==> src/rtl/tile_ram_writer.sv <==
// Host-side write port for the 32x32 tile RAM: buffers byte writes and runs bulk clears,
// touching the RAM only while the display is blanked.
module tile_ram_writer #(
    parameter int unsigned FIFO_DEPTH = 4,
    parameter int unsigned ADDR_W     = 10,
    parameter int unsigned DATA_W     = 8
) (
    input  logic                        clk,
    input  logic                        reset,
    input  logic                        display_on,
    input  logic [ADDR_W-1:0]           disp_addr,
    input  logic                        cmd_valid,
    output logic                        cmd_ready,
    input  logic [ADDR_W-1:0]           cmd_addr,
    input  logic [DATA_W-1:0]           cmd_data,
    input  logic                        clear_req,
    input  logic [DATA_W-1:0]           clear_value,
    output logic                        busy,
    output logic [$clog2(FIFO_DEPTH):0] fifo_count,
    output logic [ADDR_W-1:0]           ram_addr,
    output logic [DATA_W-1:0]           ram_din,
    output logic                        ram_we
);
    localparam int unsigned PTR_W = $clog2(FIFO_DEPTH);
    localparam int unsigned CNT_W = PTR_W + 1;

    localparam logic [0:0] IDLE  = 1'b0;
    localparam logic [0:0] CLEAR = 1'b1;

    typedef struct packed {
        logic [ADDR_W-1:0] addr;
        logic [DATA_W-1:0] data;
    } cmd_t;

    logic [0:0]        state_q, state_d;
    logic [ADDR_W-1:0] clr_cnt_q, clr_cnt_d;
    logic [DATA_W-1:0] fill_q, fill_d;

    cmd_t              fifo_mem [FIFO_DEPTH];
    logic [PTR_W-1:0]  head_q, tail_q;
    logic [CNT_W-1:0]  count_q;
    logic              push;
    logic              pop;
    cmd_t              head;

    // Ready is forced low during reset so nothing is accepted while the block is held.
    assign cmd_ready  = reset && (state_q == IDLE) && (count_q < CNT_W'(FIFO_DEPTH));
    assign push       = cmd_valid && cmd_ready;
    assign head       = fifo_mem[head_q];
    assign fifo_count = count_q;
    assign busy       = (state_q == CLEAR) || (count_q != '0);

    // Command FIFO pointers and occupancy.
    always_ff @(posedge clk or negedge reset) begin
        if (!reset) begin
            head_q  <= '0;
            tail_q  <= '0;
            count_q <= '0;
        end else begin
            if (push) begin
                tail_q <= tail_q + PTR_W'(1);
            end
            if (pop) begin
                head_q <= head_q + PTR_W'(1);
            end
            case ({push, pop})
                2'b10:   count_q <= count_q + CNT_W'(1);
                2'b01:   count_q <= count_q - CNT_W'(1);
                default: count_q <= count_q;
            endcase
        end
    end

    // Payload storage needs no reset; only slots behind valid pointers are ever read.
    always_ff @(posedge clk) begin
        if (push) begin
            fifo_mem[tail_q] <= '{addr: cmd_addr, data: cmd_data};
        end
    end

    always_ff @(posedge clk or negedge reset) begin
        if (!reset) begin
            state_q   <= IDLE;
            clr_cnt_q <= '0;
            fill_q    <= '0;
        end else begin
            state_q   <= state_d;
            clr_cnt_q <= clr_cnt_d;
            fill_q    <= fill_d;
        end
    end

    // Next state and RAM port mux; the display owns the address whenever nothing is written.
    always_comb begin
        state_d   = state_q;
        clr_cnt_d = clr_cnt_q;
        fill_d    = fill_q;
        pop       = 1'b0;
        ram_we    = 1'b0;
        ram_addr  = disp_addr;
        ram_din   = '0;

        case (state_q)
            IDLE: begin
                if (clear_req) begin
                    fill_d    = clear_value;
                    clr_cnt_d = '0;
                    state_d   = CLEAR;
                end else if (!display_on && (count_q != '0)) begin
                    ram_we   = 1'b1;
                    ram_addr = head.addr;
                    ram_din  = head.data;
                    pop      = 1'b1;
                end
            end
            CLEAR: begin
                if (!display_on) begin
                    ram_we    = 1'b1;
                    ram_addr  = clr_cnt_q;
                    ram_din   = fill_q;
                    clr_cnt_d = clr_cnt_q + ADDR_W'(1);
                    if (clr_cnt_q == '1) begin
                        state_d = IDLE;
                    end
                end
            end
            default: begin
                state_d = IDLE;
            end
        endcase
    end

endmodule

==> config.mk <==
export PLATFORM = sky130hd
export DESIGN_NAME = tile_ram_writer
export DESIGN_NICKNAME = d
export VERILOG_FILES = /design/src/rtl/tile_ram_writer.sv
export SDC_FILE = /design/constraint.sdc
export NUM_CORES = 1
export LEC_CHECK = 0
export CORE_MARGIN = 2
export CORE_UTILIZATION = 45
export DETAILED_ROUTE_END_ITERATION = 7
export PLACE_DENSITY = 0.71
export RECOVER_POWER = 50
export SLEW_MARGIN = 20
export SYNTH_ARGS = -nofsm -noshare
export SYNTH_HDL_FRONTEND = slang
export SYNTH_SLANG_ARGS = --single-unit
==> constraint.sdc <==
create_clock -name clk -period 2.55 [get_ports clk]
set_clock_uncertainty 0.1 [all_clocks]
set_input_delay 0.6375 -clock clk [delete_from_list [all_inputs] [get_ports clk]]
set_output_delay 0.6375 -clock clk [all_outputs]
set_load 0.1 [all_outputs]
==> results.md, run 1 <==
- Net switching power: 2.01 mW
- CTS tree: done
- Largest net degree at the start of global routing: 27
- Power per cell area: 896 nW/um2
- FF+latch count, synth: 98
- Hold Slack: 408 ps
- Design Area, Final: 6150 um2
- Synth warnings: 0
- Top cells by area, synth: edfxtp_1, dfrtp_1, mux4_2
- Flop pwr share: 38.0%
- CTS Hold Buffers Added: 0
- Hold crit path type: flip-flop to flip-flop
- Worst path max stage delay: 560 ps
- TNS Setup: -3990 ps
- Cell Chain, Critical Path: mux4_2 -> nor4bb_4 -> a221o_4 -> buf_12
- Prevailing post-synth register cell: edfxtp_1
- # IOs: 65
- First DRT Iteration DRCs: 111
- Placed Area: 5790 um2
- Vias: 2750
- Max Clk Rate: 0.355 GHz
- Cell taking the most area after synthesis: edfxtp_1
- Die X: 102 um
- Post-synthesis sequential area ratio: 65.3%
- Nets@finish: 424
- RSZ-0062 raised after global routing: true
- Rows: 35
- Synthesized instance count: 268
- TritonCTS Sinks: 98
- Slew @ Worst Pin: 723 ps
- Final worst slack: -263 ps
- Switching part of the total: 36.5%
- Die area: 10400 um2
- Clk slew on worst S/H paths: 100 ps
- Total GRT Usage: 19.6%
- Post-Route M1 WL: 4.14 mm
- Distinct cells, synth: 44
- Setup crit end kind: output port
- Root Driver: clkbuf_8
- Req. time, crit path: 1810 ps
- Initial DRT Pass Iterations: 4
- Top Layer Used: met4
- CP Class: flip-flop to output port
- Vias in the first global route: 2866
- Setup violators final: 19
- Post-DR vias/cell: 5.39
- Fraction of registers with async set/reset: 26.5%
- Final min period: 2810 ps
- Antenna-violating nets left: 0
- Worst path top cell family by delay: multiplexers
- Initial antenna violation count: 0
- RD Place Congestion: 0.805
- Area grow syn2layout: 42.8%
- Crit path arrival time: 2080 ps
- Pleak: 2.33 nW
- Buffers and inverters on the worst path: 1
- Detailed Place HPWL: 6.51 mm
- Initial core utilization: 46.6%
- Gr ovfl total: 0
- H-tree depth: 3
- VDD IR max: 0.563 mV
- Synth top area share: 50.2%
- Core Area: 9240 um2
- Post-Route WL: 9.49 mm
- Residual DRC count: 0
- Synth Area per Inst: 16.1 um2
- Syn nets: 316
- WL met2: 4.85 mm
- Status: finished with violations
- CTS Buf Count: 9
- Worst slew margin: 51.8%
- IO buf count: 64
- Internal: 3.50 mW
- Final Cycle Share: 110%
- Slew Limit Fails: 0
- Met3 wire len: 353 um
- CP max-delay cell: mux4_2
- Final Hold Fails: 0
- Fraction of layout cells with a size suffix above 1: 38.3%
- Maxcap violations: 0
- Antenna diode count: 0
- CTS max path bufs: 2
- R2R Setup Slk: 300 ps
- Global-route wire length before repair: 15.1 mm
- Clk pwr share: 20.2%
- Failing checks: negative setup slack
- Maximum fanout along the worst path: 5
- Mapped cell area: 4300 um2
- Startpoint types: flip-flop
- DR WL/cell: 18.6 um
- Die height: 102 um
- Clk_lat worst skew: 360 ps
- Comb pwr share: 41.8%
- Number of synthesized flops with an enable pin: 72
==> stage by stage <==
step	total power, mW	util, %	setup WS [ps]	instances
2_1_floorplan	3.56	-	-344	268
3_3_place_gp	4.18	62.6	-329	486
3_5_place_dp	4.22	62.6	-379	486
4_1_cts	5.53	66.3	-294	507
5_1_grt	5.74	66.5	-346	510
6_report	5.50	66.5	-263	510
==> cells in the mapped netlist (all sizes together) (2+ instances only) <==
master and count:
o31ai 3, and3 4, nor2b 2, ha 6
nand3b 2, nand3 9, nor4 2, nand2b 2
a221o 9, nor4bb 3, o41ai 3, edfxtp 72
inv 9, dfrtp 26, nor2 2, mux2i 3
xnor2 2, o311ai 2, a21boi 3, nand2 36
buf 7, mux4 18, clkbuf 6, o21ai 6
xor2 4, a21oi 2, a22o 14
==> area by class of cell <==
class | count | area (um2)
clock buffers | 9 | 124
clock inverters | 7 | 101
fillers | 660 | 3090
inverters | 9 | 33.8
multi-input cells | 148 | 1590
flip-flops and latches | 98 | 2830
well taps | 129 | 161
repair buffers | 110 | 1310
==> path summary, 6_finish.rpt <==
kind | from | end | cells past startpoint
min in group asynchronous | reset | head_q[1] | 2
max in group asynchronous | reset | fifo_count[0] | 2
hold / removal | fill_q[6] | fill_q[6] | 2
setup reg to reg | state_q | fifo_count[2] | 9
setup / recovery | head_q[0] | ram_addr[2] | 4
hold reg to reg | fill_q[6] | fill_q[6] | 2
==> sequential cells by signal (all words and copies together), names as in the netlist <==
| register | flops |
|---|---|
| head_q | 2 |
| fill_q | 8 |
| fifo_mem | 72 |
| fifo_count | 3 |
| tail_q | 2 |
| state_q | 1 |
| clr_cnt_q | 10 |
==> kinds of logic after synthesis <==
family | after synthesis | share of synthesized area (%)
multiplexers | 22 | 10.6
adder cells (fa/ha/maj) | 7 | 2.21
AO/OA/AOI/OAI | 44 | 8.31
AND/OR/NAND/NOR | 69 | 8.95
XOR/XNOR | 6 | 1.22
buffers and inverters | 22 | 3.40
flip-flops | 98 | 65.3
==> worst reg2reg max path, cell delays in order (launching register included) <==
cell	delay [ps]
dfrtp_1	400
buf_4	190
nor4_4	320
buf_12	220
ha_4	160
inv_2	30
fa_2	340
xor2_1	160
nor2_1	120
xor2_1	140
==> metal layers <==
layer  vias up  GRT usage [%]
li1       1280              -
met1      1389           26.5
met2        68           32.2
met3        13           4.07
met4         0           5.93
met5         -              0
==> what timing repair did <==
item,CTS,global route
resized for setup,19,0
buffers inserted,5,3
pin swaps,6,2
setup endpoints to repair,19,20
gates cloned,2,0
==> cells in the final DEF (no fill, tap or decap), types with 6 or more instances in the layout <==
cell type	instances
nand3_1	9
dfrtp_1	21
nand2_1	35
clkdlybuf4s50_1	19
a22o_1	6
a22o_4	8
dlygate4sd3_1	19
edfxtp_1	72
o21ai_0	6
a221o_4	9
mux4_2	18
clkbuf_8	9
inv_1	6
buf_12	29
buf_4	34
==> power groups by stage <==
| stage | Sequential (mW) | Clock [mW] | Combinational, mW |
|---|---|---|---|
| global route | 2.12 | 1.21 | 2.42 |
| CTS | 2.10 | 1.15 | 2.28 |
| detailed placement | 2.12 | 0 | 2.10 |
| floorplan | 2.23 | 0 | 1.33 |
| finish | 2.09 | 1.11 | 2.30 |
| global placement | 2.12 | 0 | 2.06 |
Power figures use the tool's default switching activity.
==> inputs of run 2 (changes only) <==
--- a/config.mk
+++ b/config.mk
@@ -10,5 +10,5 @@
 export DETAILED_ROUTE_END_ITERATION = 7
 export PLACE_DENSITY = 0.71
-export RECOVER_POWER = 50
+export RECOVER_POWER = 100
 export SLEW_MARGIN = 20
 export SYNTH_ARGS = -nofsm -noshare
==> constraint.sdc (replaced) <==
create_clock -name clk -period 3.6 [get_ports clk]
set_clock_uncertainty 0.1 [all_clocks]
set_input_delay 0.72 -clock clk [delete_from_list [all_inputs] [get_ports clk]]
set_output_delay 0.72 -clock clk [all_outputs]
set_load 0.1 [all_outputs]
==> results.md, run 2 (synthesized netlist as in run 1, its figures left out) <==
- Status: finished with violations (unchanged)
- Failing checks: max-capacitance violations, max-slew violations (was negative setup slack)
- CP Class: input pin to output port (was flip-flop to output port)
- Area grow syn2layout: 23.6% (was 42.8%)
- Vias in the first global route: 2647 (was 2866)
- Hold crit path type: flip-flop to flip-flop (unchanged)
- Setup crit end kind: output port (unchanged)
- Power per cell area: 641 nW/um2 (was 896 nW/um2)
- Setup Buffers After CTS: 0 (was 5)
- Reg with most FFs: fifo_mem (unchanged)
- Post_cts resized: 0 (was 19)
- Die area: 10400 um2 (unchanged)
- # IOs: 65 (unchanged)
- Startpoint types: input pin (was flip-flop)
- Max reg flops: 72 (unchanged)
- Origin of the worst setup path: clear_req (was head_q[0])
- Cell Chain, Critical Path: dlygate4sd3_1 -> or2b_2 -> nand2_1 -> a221o_1 -> buf_12 (was mux4_2 -> nor4bb_4 -> a221o_4 -> buf_12)
- Fill cell count: 727 (was 660)
- Crit path arrival time: 2560 ps (was 2080 ps)
- Pre-CTS WS: 322 ps (was -379 ps)
- CTS max path bufs: 2 (unchanged)
- Commonest non-fill, non-tap cell in the layout: edfxtp_1 (unchanged)
- Slew Limit Fails: 27 (was 0)
- Clk slew on worst S/H paths: 100 ps (about the same)
- Worst path top cell family by delay: buffers and inverters (was multiplexers)
- Slew @ Worst Pin: 1540 ps (was 723 ps)
- CTS Hold Buffers Added: 0 (unchanged)
- Pleak: 1.98 nW (was 2.33 nW)
- Core Area: 9240 um2 (unchanged)
- Placed Area: 5300 um2 (was 5790 um2)
- Maxcap violations: 1 (was 0)
- Residual DRC count: 0 (unchanged)
- Post-Route WL: 9.09 mm (was 9.49 mm)
- Top Registers: fifo_mem x72, clr_cnt_q x10, fill_q x8 (unchanged)
- Die height: 102 um (unchanged)
- Finished Layout Cells: 479 (was 510)
- Largest net degree at the start of global routing: 27 (unchanged)
- CP endpoint: ram_addr[1] (was ram_addr[2])
- TritonCTS Sinks: 98 (unchanged)
- Most frequent cells in the layout: edfxtp_1, nand2_1, dfrtp_1 (was edfxtp_1, nand2_1, buf_4)
- Final min period: 3380 ps
- Dpl cells: 463 (was 486)
- Initial antenna violation count: 0 (unchanged)
- Total GRT Usage: 18.5% (was 19.6%)
- DR WL/cell: 19.0 um (was 18.6 um)
- Vias: 2674 (was 2750)
- Reg-to-Reg Start: state_q (unchanged)
- Nets@finish: 393 (was 424)
- Rows: 35 (unchanged)
- Initial DRT Pass Iterations: 4 (unchanged)
- Clk_lat worst skew: 350 ps (was 360 ps)
- Fraction of layout cells with a size suffix above 1: 19.7% (was 38.3%)
- Worst path max stage delay: 630 ps (was 560 ps)
- Setup violators final: 0 (was 19)
- Detailed Place HPWL: 6.28 mm (was 6.51 mm)
- Worst r2r dst: fifo_count[2] (unchanged)
- Logic depth of the worst path, buffers included: 5 (was 4)
- RD Place Congestion: 0.800 (was 0.805)
- CP max-delay cell: dlygate4sd3_1 (was mux4_2)
- R2R Setup Slk: 1020 ps (was 300 ps)
- Global-route wire length before repair: 14.1 mm (was 15.1 mm)
- Initial core utilization: 46.6% (unchanged)
- Die X: 102 um (unchanged)
- Gr ovfl total: 0 (unchanged)
- Buffers and inverters on the worst path: 2 (was 1)
- IO buf count: 64 (unchanged)
- RSZ-0062 raised after global routing: false (was true)
- Maximum fanout along the worst path: 14 (was 5)
- Final worst slack: 224 ps (was -263 ps)
- Design Area, Final: 5320 um2 (was 6150 um2)
- Antenna-violating nets left: 0 (unchanged)
- CTS Buf Count: 9 (unchanged)
- H-tree depth: 3 (unchanged)
- Final Hold Fails: 0 (unchanged)
- CTS tree: done (unchanged)
- Root Driver: clkbuf_8 (unchanged)
- Post-DR vias/cell: 5.58 (was 5.39)
- TNS Setup: 0 ps (was -3990 ps)
- VDD IR max: 0.322 mV (was 0.563 mV)
- Max Clk Rate: 0.296 GHz
- Req. time, crit path: 2780 ps (was 1810 ps)
- Antenna diode count: 0 (unchanged)
- Worst slew margin: -2.87% (was 51.8%)
- Final Cycle Share: 93.8%
- First DRT Iteration DRCs: 160 (was 111)
- R2r worst-path depth: 9 (unchanged)
==> run 2: layer usage <==
metal / track usage [%] / part of all wire (%)
met2: 28.7 / 50
met3: 3.52 / 4.9
met5: 0 / 0
met4: 6.13 / 1.6
met1: 26.4 / 44
==> run 2: final cells by class <==
| cell class | count | area, um2 | area share [%] |
|---|---|---|---|
| Sequential cell | 98 | 2810 | 52.9 |
| Clock buffer | 10 | 138 | 2.59 |
| Timing Repair Buffer | 79 | 773 | 14.5 |
| Inverter | 9 | 33.8 | 0.635 |
| Multi-Input combinational cell | 148 | 1340 | 25.2 |
| Tap cell | 129 | 161 | 3.03 |
| Clock inverter | 6 | 62.6 | 1.18 |
==> run 2: worst min path at each step <==
stage	startpoint	end	slack [ps]	cells after the start
2_1_floorplan	reset	clr_cnt_q[0]	320	0
3_3_place_gp	fill_q[4]	fill_q[4]	360	2
3_5_place_dp	fill_q[1]	fill_q[1]	370	2
4_1_cts	fill_q[0]	fill_q[0]	390	2
5_1_grt	fill_q[0]	fill_q[0]	420	2
6_report	fill_q[1]	fill_q[1]	390	2
==> run 2: power breakdown <==
group | internal, mW | switching (mW)
clock | 0.286 | 0.401
combinational | 0.468 | 0.767
sequential | 1.32 | 0.169
total | 2.07 | 1.34
==> run 2: through the flow <==
step | total power, mW | hold slack (ps) | util, %
2_1_floorplan | 2.42 | 324 | -
3_3_place_gp | 2.82 | 362 | 57.4
3_5_place_dp | 2.85 | 371 | 57.4
4_1_cts | 3.53 | 392 | 59.6
5_1_grt | 3.56 | 423 | 57.6
6_report | 3.41 | 391 | 57.6
==> run 2: worst reg2reg max path: cells and delay by family, from the launching register on <==
kind          cells  cell delay (ps)
simple gates      3             1040
flops             1              530
fa+ha+maj         2              400
xor+xnor          2              280
buf+inv           2              140
==> inputs of run 3 (changes only) <==
Settings changed: ABC_CLOCK_PERIOD_IN_PS set to 3600.
==> results of run 3 <==
Same layout as run 2: the final DEF is identical, and so are final timing and power.
